==> src/rtl/gpr_cdb_arbiter.sv <==
// gpr_cdb_arbiter: round-robin arbiter for the GPR common data bus.
// Grants at most one result producer per cycle and drives the registered
// broadcast (valid/tag/data) that consumers snoop the following cycle.
// Producers flagged in LATE_DATA_MASK present their data one cycle after
// grant; for those the broadcast data is muxed live from the requester.
//
// Ports:
//   clk        clock, all state updates on rising edge
//   reset      synchronous active-high reset
//   req_valid  per-requester request
//   req_ready  per-requester grant (combinational, one-hot or zero)
//   req_tag    packed ROB tags, requester i at [i*ROB_WIDTH +: ROB_WIDTH]
//   req_data   packed results, requester i at [i*DATA_WIDTH +: DATA_WIDTH]
//   failure    misprediction flush, suppresses the grant this cycle
//   cdb_valid  broadcast valid (registered)
//   cdb_tag    broadcast tag (registered)
//   cdb_data   broadcast data (registered, or live for late requesters)
//
// Optional feature macro CDB_ARB_STATS_EN adds the saturating counters
// stat_grants and stat_conflicts.
module gpr_cdb_arbiter #(
  parameter int unsigned        N_REQ          = 4,
  parameter logic [N_REQ-1:0]   LATE_DATA_MASK = N_REQ'(4'b0100),
  parameter int unsigned        DATA_WIDTH     = 32,
  parameter int unsigned        ROB_WIDTH      = 6
) (
  input  logic                          clk,
  input  logic                          reset,
  input  logic [N_REQ-1:0]              req_valid,
  output logic [N_REQ-1:0]              req_ready,
  input  logic [N_REQ*ROB_WIDTH-1:0]    req_tag,
  input  logic [N_REQ*DATA_WIDTH-1:0]   req_data,
  input  logic                          failure,
  output logic                          cdb_valid,
  output logic [ROB_WIDTH-1:0]          cdb_tag,
  output logic [DATA_WIDTH-1:0]         cdb_data
`ifdef CDB_ARB_STATS_EN
  ,
  output logic [31:0]                   stat_grants,
  output logic [31:0]                   stat_conflicts
`endif
);

  localparam int unsigned PTR_W = $clog2(N_REQ);

  logic [PTR_W-1:0]      rr_ptr;
  logic                  cdb_valid_q;
  logic [ROB_WIDTH-1:0]  cdb_tag_q;
  logic [DATA_WIDTH-1:0] cdb_data_q;
  logic                  late_q;
  logic [PTR_W-1:0]      gidx_q;

  logic [ROB_WIDTH-1:0]  tag_arr  [N_REQ];
  logic [DATA_WIDTH-1:0] data_arr [N_REQ];

  logic [N_REQ-1:0]      grant_c;
  logic [PTR_W-1:0]      gidx_c;
  logic                  found_c;
  logic                  grant_any_c;
  logic [PTR_W-1:0]      next_ptr_c;

  // Unpack the flat request buses into per-requester arrays.
  for (genvar i = 0; i < int'(N_REQ); i++) begin : g_unpack
    assign tag_arr[i]  = req_tag[i*ROB_WIDTH +: ROB_WIDTH];
    assign data_arr[i] = req_data[i*DATA_WIDTH +: DATA_WIDTH];
  end

  // Round-robin scan starting at rr_ptr; index wraps explicitly so
  // non-power-of-2 requester counts stay in range.
  always_comb begin
    int unsigned sum;
    logic [PTR_W-1:0] idx;
    grant_c = '0;
    gidx_c  = '0;
    found_c = 1'b0;
    sum     = 0;
    idx     = '0;
    for (int unsigned k = 0; k < N_REQ; k++) begin
      sum = 32'(rr_ptr) + k;
      if (sum >= N_REQ) sum = sum - N_REQ;
      idx = PTR_W'(sum);
      if (!found_c && req_valid[idx]) begin
        found_c      = 1'b1;
        gidx_c       = idx;
        grant_c[idx] = 1'b1;
      end
    end
  end

  // Reset and flush block the grant in the same cycle.
  assign req_ready   = (reset || failure) ? '0 : grant_c;
  assign grant_any_c = |req_ready;
  assign next_ptr_c  = (gidx_c == PTR_W'(N_REQ - 1)) ? '0 : gidx_c + PTR_W'(1);

  // Broadcast registers and priority pointer.
  always_ff @(posedge clk) begin
    if (reset) begin
      rr_ptr      <= '0;
      cdb_valid_q <= 1'b0;
      cdb_tag_q   <= '0;
      cdb_data_q  <= '0;
      late_q      <= 1'b0;
      gidx_q      <= '0;
    end else if (grant_any_c) begin
      rr_ptr      <= next_ptr_c;
      cdb_valid_q <= 1'b1;
      cdb_tag_q   <= tag_arr[gidx_c];
      cdb_data_q  <= data_arr[gidx_c];
      late_q      <= LATE_DATA_MASK[gidx_c];
      gidx_q      <= gidx_c;
    end else begin
      cdb_valid_q <= 1'b0;
    end
  end

  assign cdb_valid = cdb_valid_q;
  assign cdb_tag   = cdb_tag_q;
  // Late producers register their result internally and present it live
  // in the broadcast cycle.
  assign cdb_data  = late_q ? data_arr[gidx_q] : cdb_data_q;

`ifdef CDB_ARB_STATS_EN
  logic [31:0] stat_grants_q;
  logic [31:0] stat_conflicts_q;

  // Saturating grant and multi-request-grant counters.
  always_ff @(posedge clk) begin
    if (reset) begin
      stat_grants_q    <= '0;
      stat_conflicts_q <= '0;
    end else if (grant_any_c) begin
      if (stat_grants_q != 32'hFFFF_FFFF)
        stat_grants_q <= stat_grants_q + 32'd1;
      if (($countones(req_valid) >= 2) && (stat_conflicts_q != 32'hFFFF_FFFF))
        stat_conflicts_q <= stat_conflicts_q + 32'd1;
    end
  end

  assign stat_grants    = stat_grants_q;
  assign stat_conflicts = stat_conflicts_q;
`endif

endmodule

==> config.mk <==
export PLATFORM = sky130hd
export DESIGN_NAME = gpr_cdb_arbiter
export DESIGN_NICKNAME = d
export VERILOG_FILES = /design/src/rtl/gpr_cdb_arbiter.sv
export SDC_FILE = /design/constraint.sdc
export NUM_CORES = 1
export LEC_CHECK = 0
export ABC_AREA = 1
export BUFFER_PORTS_ARGS = -buffer_cell sky130_fd_sc_hd__buf_2
export CORE_ASPECT_RATIO = 0.8
export CORE_MARGIN = 2
export CORE_UTILIZATION = 40
export DETAILED_ROUTE_END_ITERATION = 7
export PLACE_DENSITY = 0.71
export SLEW_MARGIN = 15
export SYNTH_ARGS = -nofsm -noshare
export SYNTH_HDL_FRONTEND = slang
export SYNTH_SLANG_ARGS = --single-unit
export TNS_END_PERCENT = 1
==> constraint.sdc <==
create_clock -name clk -period 2.7 [get_ports clk]
set_clock_uncertainty 0.15 [all_clocks]
set_input_delay 0.405 -clock clk [delete_from_list [all_inputs] [get_ports clk]]
set_output_delay 0.405 -clock clk [all_outputs]
set_load 0.03 [all_outputs]
==> results.txt, run 1 <==
- Result of the run: finished clean
* Clock transition at path regs: 0.06 ns
- Subtracting the final worst setup slack from the clock period gives 2.539 ns.
* Starting DRC count in detailed routing: 295
* Fin crit share: 0.9403
- R2R cell count: 14
- Hold timing on the final database bottoms out at a slack of 0.1913 ns.
- For this design, the slowest cell found on the critical path is dfxtp_1.
- For this run, the top clock speed supported by timing is 393.9 MHz.
* P_leak: 3.721 nW
- Area enclosed by the die boundary: 0.01361 mm²
- The number of nets in the synthesized netlist is 1147.
* Vias after detailed routing: 6222
- P per Cell Area: 994.2 mW/mm²
* Final routed wirelength across all metal layers: 15610 µm
- Area added between synthesis and finish: 26.56%
- The cell family contributing the most delay on the critical path is simple AND/OR/NAND/NOR gates.
- Starting density of the core: 0.4126
- For the worst-skew pair, the clock arrives at the later sink with an insertion delay of 0.28 ns.
- Once the clock tree was built, the setup fixing pass inserted 0 buffers.
- Of the post-synthesis cell area, the dominant cell type holds 0.2493.
- Yosys warns: 0
* Weighted congestion reported at the end of routability-driven placement: 0.8792
- Post-synthesis instance area: 0.005074 mm²
- In this run, CTS created clock tree buffers numbering 5.
- Number of search-and-repair iterations in the first detailed-routing pass: 5
- The H-tree was split into 2 levels.
- Via density per instance: 4.714
* Final routed DRC violation total: 0
* Largest net degree at the start of global routing: 66
- In this run the tool buffered the top-level ports with 201 buffer cells.
- At the placement stage, the worst setup path has a slack of 0.2223 ns.
* Required @ worst endpoint: 2.14 ns
* Met3 Wirelength: 1353 µm
- After routing, the total negative slack on setup checks comes to 0 ns.
- On the worst path, the slowest cell contributes a delay of 0.33 ns.
* Gate count of the mapped netlist: 980
- Clock tree from TritonCTS: built
- Final net count: 1314
- The number of antenna violations at the first check in global routing came to 1.
- After global routing the overflow that remains totals 0.
* Layout cell share with drive strength beyond 1: 0.2186
- Critical path origin: rr_ptr[1]
- The longest clock path from root to sink contains 2 buffers.
- Hold Fails Final Rpt: 0
- Ordered cell list for the critical path: inv_1 > ha_4 > inv_1 > nand3_1 > nand2_2 > nor2_4 > nand3_1 > nand3_1 > nand2_1 > inv_1 > buf_2
* Worst-case register-to-register setup slack: 0.25 ns
* Top cells by area, synth: nand2_1 (25%), dfxtp_1 (17%), inv_1 (12%)
* Per-instance average area after synthesis: 5.177 µm²
- 202 I/O pins were placed.
- Detailed-placement wirelength estimate: 11250 µm
* Routed length on met1: 7332 µm
- Across every metal layer, demand over resource in global routing totals 0.2246.
- Total power for the finished layout comes to 6.384 mW.
- Hold repair after CTS inserted 0 buffers.
- VDD IR max: 0.0004607 V
- The library cell used most frequently in the layout, excluding fill and tap cells, is nand2_1.
- Clock tree synthesis selected as its root buffer the cell clkbuf_16.
- Footprint of the multi-input gates: 0.003284 mm²
* Wire length on met2: 6858 µm
- Across the run, the number of max-cap violations was 0.
- In this run the critical register-to-register path is launched from rr_ptr[1].
* Post-route ant nets: 0
- Post-detailed-route wirelength per cell: 11.83 µm
- # setup viols final: 0
* Setup repair after global routing missed its margin: no
- Chip Width: 129.9 µm
* Number of logic stages on the critical path including buffering: 11
* Number of unique standard cell types used by synthesis: 27
* Most frequent cells in the layout: nand2_1 (336), buf_2 (201), inv_1 (156), nor2_1 (116), o21ai_0 (66)
* Die height: 104.7 µm
* Biggest fanout along the worst timing path: 5
- # clock sinks: 44
- In this run the tightest slew margin relative to its limit is 0.6197.
* Row count: 36
- Resized Gates After CTS: 0
- The layout has 1336 filler cells.
- Portion of the post-synthesis area used by sequential elements: 0.1736
* First-pass GRT wire length: 25390 µm
- Type of origin of the critical path: flop
- Flip-flop and latch area: 887.1 µm²
- Counting flops and latches in the post-synthesis netlist gives 44.
- Data arrives at the worst endpoint at 1.98 ns.
- For this run, the share of the core covered by cells in the final layout is 0.5222.
- Via count of the first global-routing pass: 5455
* Final-report max-slew violation count: 0
* Post-synth top area cell: nand2_1
* HP Class: input pin to flop
- Buf+Inv Stages, Crit Path: 4
- The worst register-to-register path ends at rr_ptr[1].
- Worst-case setup margin in the final layout: 0.1611 ns
- STA classifies the critical path endpoint as a primary output.
* Pin slew with the least headroom to its limit: 0.5704 ns
- The setup path with the least slack is of type flop to primary output.
* Area of the core: 0.01230 mm²
* Uppermost layer routed: met4
- Following the worst setup path forward leads to its endpoint at req_ready[2].
[worst min-delay path by stage]
stage	start	end	slack, ns	cells after the start
global route	reset	gidx_q[1]	0.19	2
floorplan	reset	gidx_q[1]	0.32	1
finish	reset	rr_ptr[0]	0.19	2
global placement	cdb_tag[3]	cdb_tag[3]	0.35	4
detailed placement	cdb_data_q[26]	cdb_data_q[26]	0.35	4
CTS	reset	rr_ptr[0]	0.18	2
[Yosys cell counts]
cell,instances
nand2_1,337
inv_1,156
nor2_1,116
o21ai_0,66
nand3_1,60
dfxtp_1,44
a21oi_1,38
a31oi_1,32
o211ai_1,32
clkbuf_1,29
buf_2,16
buf_6,9
ha_1,8
buf_1,6
or2_0,6
buf_4,5
a21boi_0,4
nand2_2,4
inv_2,3
nand2_4,2
a21boi_1,1
nand3_2,1
nor2_2,1
nor2_4,1
nor2_8,1
o21ai_1,1
o21ai_2,1
[routing by layer]
| layer | vias to the layer above | global-route usage |
|---|---|---|
| met5 | - | 0 |
| met4 | 0 | 0.02995 |
| met3 | 5 | 0.04608 |
| met2 | 240 | 0.3773 |
| met1 | 2603 | 0.3029 |
| li1 | 3374 | - |
[flip-flops by register name, indices dropped and copies added, names as in the netlist]
name and count:
cdb_data_q 32, cdb_tag 6, gidx_q 2, rr_ptr 2, cdb_valid 1, late_q 1
[through the flow]
| step | cell area, µm² | std cells |
|---|---|---|
| floorplan | 5074 | 980 |
| global placement | 6230 | 1310 |
| detailed placement | 6230 | 1310 |
| CTS | 6380 | 1318 |
| global route | 6419 | 1319 |
| finish | 6421 | 1320 |
[report_power, final]
group          total [mW]  switching, mW  internal, mW
Combinational        4.76           3.11          1.65
Sequential          0.997          0.160         0.837
Clock               0.628          0.259         0.369
Total                6.38           3.53          2.85
[cell families after synthesis]
kind of cell | synth area share
AO/OA/AOI/OAI | 0.1995
buffers and inverters | 0.1867
adder cells (fa/ha/maj) | 0.01973
AND/OR/NAND/NOR | 0.4205
flip-flops | 0.1736
[final cells by class]
| cell class | count | area share |
|---|---|---|
| Antenna cell | 1 | 0.0003897 |
| Clock inverter | 1 | 0.001169 |
| Sequential cell | 44 | 0.1382 |
| Tap cell | 171 | 0.03332 |
| Clock buffer | 7 | 0.02221 |
| Multi-Input combinational cell | 713 | 0.5115 |
| Timing Repair Buffer | 224 | 0.2003 |
| Inverter | 159 | 0.09295 |
No activity file was read; power rests on OpenSTA's default activity.
==> run 2, diff against run 1 <==
--- a/config.mk
+++ b/config.mk
@@ -5,13 +5,12 @@
 export SDC_FILE = /design/constraint.sdc
 export NUM_CORES = 1
 export LEC_CHECK = 0
-export ABC_AREA = 1
 export BUFFER_PORTS_ARGS = -buffer_cell sky130_fd_sc_hd__buf_2
 export CORE_ASPECT_RATIO = 0.8
 export CORE_MARGIN = 2
 export CORE_UTILIZATION = 40
 export DETAILED_ROUTE_END_ITERATION = 7
-export PLACE_DENSITY = 0.71
+export PLACE_DENSITY = 0.74
 export SLEW_MARGIN = 15
 export SYNTH_ARGS = -nofsm -noshare
 export SYNTH_HDL_FRONTEND = slang
==> run 2 against run 1 <==
The flow now finishes with violations (negative setup slack). Count of clock-buffer cells in the layout stayed put. Worst setup slack lost 0.33 ns. Power rose by 4.0%. Highest routed layer unchanged. Non-clock buffer count rose by 18. Critical path depth is 1 lower. Register-to-register slack got worse by 0.42 ns. First-iteration DRC count decreased by 43%.
==> results.txt, run 2 <==
- Routability-driven placement finished with a final weighted congestion of 0.9002.
* Global router's overall resource usage: 0.2320
* Clock tree from TritonCTS: built
* Post-synthesis instance area: 0.004049 mm²
- Most numerous cell types in the synthesized netlist: mux4_2 (72), dfxtp_1 (44), a22o_1 (38)
- The worst setup path is launched from a flop.
- Biggest fanout along the worst timing path: 18
- After synthesis the netlist holds a flip-flop and latch count of 44.
* Port Buf Inserts: 201
- For the pin with the worst max-slew slack, the measured transition is 0.4502 ns.
- Number of search-and-repair iterations in the first detailed-routing pass: 4
* Final routed wirelength across all metal layers: 12800 µm
- The worst pin sits at a relative slew slack of 0.6999.
- After detailed routing, the number of vias per cell comes to 5.884.
* Worst setup path category: flop to flop
- For met3 alone, demand over resource in global routing was 0.05548.
- The detailed router finished its first iteration with 169 violations.
* Most frequent cell after synthesis: mux4_2
- Portion of the post-synthesis area used by sequential elements: 0.2176
- Row count: 32
- Relative to the synthesized area, the layout overhead comes to 41.90%.
* Most flops, register: cdb_data_q
* Vias after detailed routing: 3901
- Entering global routing, the biggest net connects 27 pins.
* Number of enable flip-flop cells after synthesis: 0
- The die is 93.99 µm tall.
- Crit path largest cell delay: 0.37 ns
* Shortest period the worst path allows: 2.873 ns
- The critical path goes through inv_6 > ha_4 > mux4_2 > buf_6 > a21oi_4 > o31ai_4 > o32a_1 > o41ai_4 > buf_6 > a22o_1.
* Final-report max-slew violation count: 0
- CTS built an H-tree with a depth of 2.
* P_leak: 2.516 nW
- The floorplan step defined a die boundary enclosing 0.01095 mm².
* Buf+Inv Stages, Crit Path: 3
* Root buf cell: clkbuf_16
- Violations in the final reports: negative setup slack
- On the critical path, the stage with the largest delay is an instance of dfxtp_4.
* Via count of the first global-routing pass: 4223
* Number of inserted diodes: 0
- Of the cells placed in the final design, the portion with a size suffix greater than 1 is 0.7249.
- IO Count: 202
- Per-instance average area after synthesis: 13.02 µm²
- Result of the run: finished with violations
- For this configuration, the core starts out at a cell density of 0.4162.
- The min-delay analysis places its worst path in the category input pin to flop.
* P per Cell Area: 1155 mW/mm²
* Max-cap check violation count: 0
- Clock transition at path regs: 0.06 ns
- The register with the most flip-flops in the layout has 32 of them.
* Share of the core filled with cells: 0.5905
- Required @ worst endpoint: 2.76 ns
- The number of nets handed over by synthesis was 478.
- First-pass GRT wire length: 19930 µm
- Setup total negative slack on the finished layout was measured at -6.482 ns.
* Most used DFF post-synth: dfxtp_1
- Fin crit share: 1.064
* CTS Buffer Depth: 2
* Post-synth top area cell: mux4_2
- From left edge to right edge, the die measures 116.5 µm.
* Final routed DRC violation total: 0
* Area of the core: 0.009729 mm²
* # setup viols final: 44
* Post-detailed-route wirelength per cell: 19.30 µm
* Grt met2 use: 0.4215
- In the post-route analysis, the smallest setup slack over all paths is -0.1728 ns.
- Global routing finished with a remaining overflow of 0.
- Setup repair after global routing missed its margin: yes
* Most frequent CP cell: buf_6
* Endpoint arrival time on the critical path: 2.94 ns
* Area share of the largest cell type after synthesis: 0.4005
* Top cell family by delay on the critical path: compound AO/OA/AOI/OAI gates
- Leaving out fill and tap cells, the most frequent cell in the layout is buf_2.
* Detailed-placement wirelength estimate: 10170 µm
- Most utilized layer in the global route result: met2
- Hold Fails Final Rpt: 0
* Worst setup EP type: flop
* Async set or reset register ratio after synthesis: 0
* Top cells by area, synth: mux4_2 (40%), dfxtp_1 (22%), mux2_2 (9.7%)
- The top cell types in the final layout, fill and taps aside, are buf_2 (197), mux4_2 (72), dfxtp_1 (40), a22o_1 (38), mux2_2 (35).
- VDD IR max: 0.0005837 V
- Counting every sink on the clock net gives 44.
* Gate count of the mapped netlist: 311
- Post-route ant nets: 0
- The later pin in the worst-skew pair is clocked with a latency of 0.28 ns.
- Number of buffers inserted during clock tree synthesis: 5
- The Yosys step of the flow raised 0 warnings.
- The net count of the finished layout is 693.
* Fmax achieved: 348.1 MHz
- The synthesized netlist contains 50 unique library cells.
- Antenna violations before repair: 0
- Met1 track demand over resource in global routing: 0.2704
==> run 2: cell types whose count changed in the layout (fill, tap and decap cells not counted), moves of 34 or more <==
cell     before  now
a22o_1        0   38
nor2_1      116    5
o21ai_0      66    3
inv_1       156    7
mux2_2        0   35
a21oi_1      38    4
nand2_1     336    8
nand3_1      60    1
mux4_2        0   72
==> run 2: final timing paths <==
path / start / endpoint / slack (ns) / cells past startpoint
hold / removal: reset / rr_ptr[0] / 0.28 / 2
hold reg to reg: cdb_data_q[22] / cdb_data_q[22] / 0.33 / 1
setup reg to reg: rr_ptr[0] / cdb_data_q[27] / -0.17 / 10
setup / recovery: rr_ptr[0] / cdb_data_q[27] / -0.17 / 10
==> run 2: worst reg2reg max path: cells and delay by family, from the launching register on <==
family	cells	cell delay, ns
buf+inv	3	0.45
fa+ha+maj	1	0.29
compound gates	5	1.18
mux	1	0.36
flops	1	0.37
==> run 2: final cells by class <==
class / instances / area [µm²]
clock inverters: 1 / 7.507
well taps: 136 / 170.2
repair buffers: 242 / 1440
multi-input cells: 224 / 3055
inverters: 9 / 41.29
flip-flops and latches: 44 / 888.4
clock buffers: 7 / 142.6
fillers: 781 / 3984
==> run 2: what timing repair did <==
action                                  CTS  global route
pin swaps                                 6            20
gates resized for setup                  19            11
setup buffers                             4             0
endpoints found under the setup margin   46            48
hold buffers                              0             0
==> run 2: through the flow <==
step / area [µm²] / std cells / setup slack [ns] / total power [mW] / hold slack (ns)
after floorplan: 4103 / 311 / -0.1865 / 4.556 / 0.2950
after global placement: 5443 / 651 / -0.08541 / 5.715 / 0.3108
after detailed placement: 5443 / 651 / -0.1619 / 5.800 / 0.3119
after CTS: 5698 / 663 / -0.1536 / 6.595 / 0.2851
after global routing: 5746 / 663 / -0.2376 / 7.049 / 0.2959
final: 5746 / 663 / -0.1728 / 6.638 / 0.2798
==> run 2: cells by family (layout without fill, tap and decap cells) <==
| logic type | count (synthesis) | count (layout) | synth area share |
|---|---|---|---|
| and+or+nand+nor | 27 | 27 | 0.03523 |
| DFF | 44 | 44 | 0.2176 |
| buffers and inverters | 43 | 259 | 0.05377 |
| AOI/OAI and AO/OA | 75 | 75 | 0.1524 |
| adders and majority gates | 8 | 8 | 0.02472 |
| muxes | 114 | 114 | 0.5164 |
==> run 2: report_power, final <==
group	switching, mW	total, mW	internal, mW
combinational	2.46	4.91	2.45
clock	0.240	0.608	0.368
sequential	0.177	1.12	0.945
total	2.87	6.64	3.76
==> run 2: routing by layer <==
metal	routed length, µm	share of wire
met1	4967	0.39
met2	6487	0.51
met3	1082	0.085
met4	259	0.020
met5	0	0
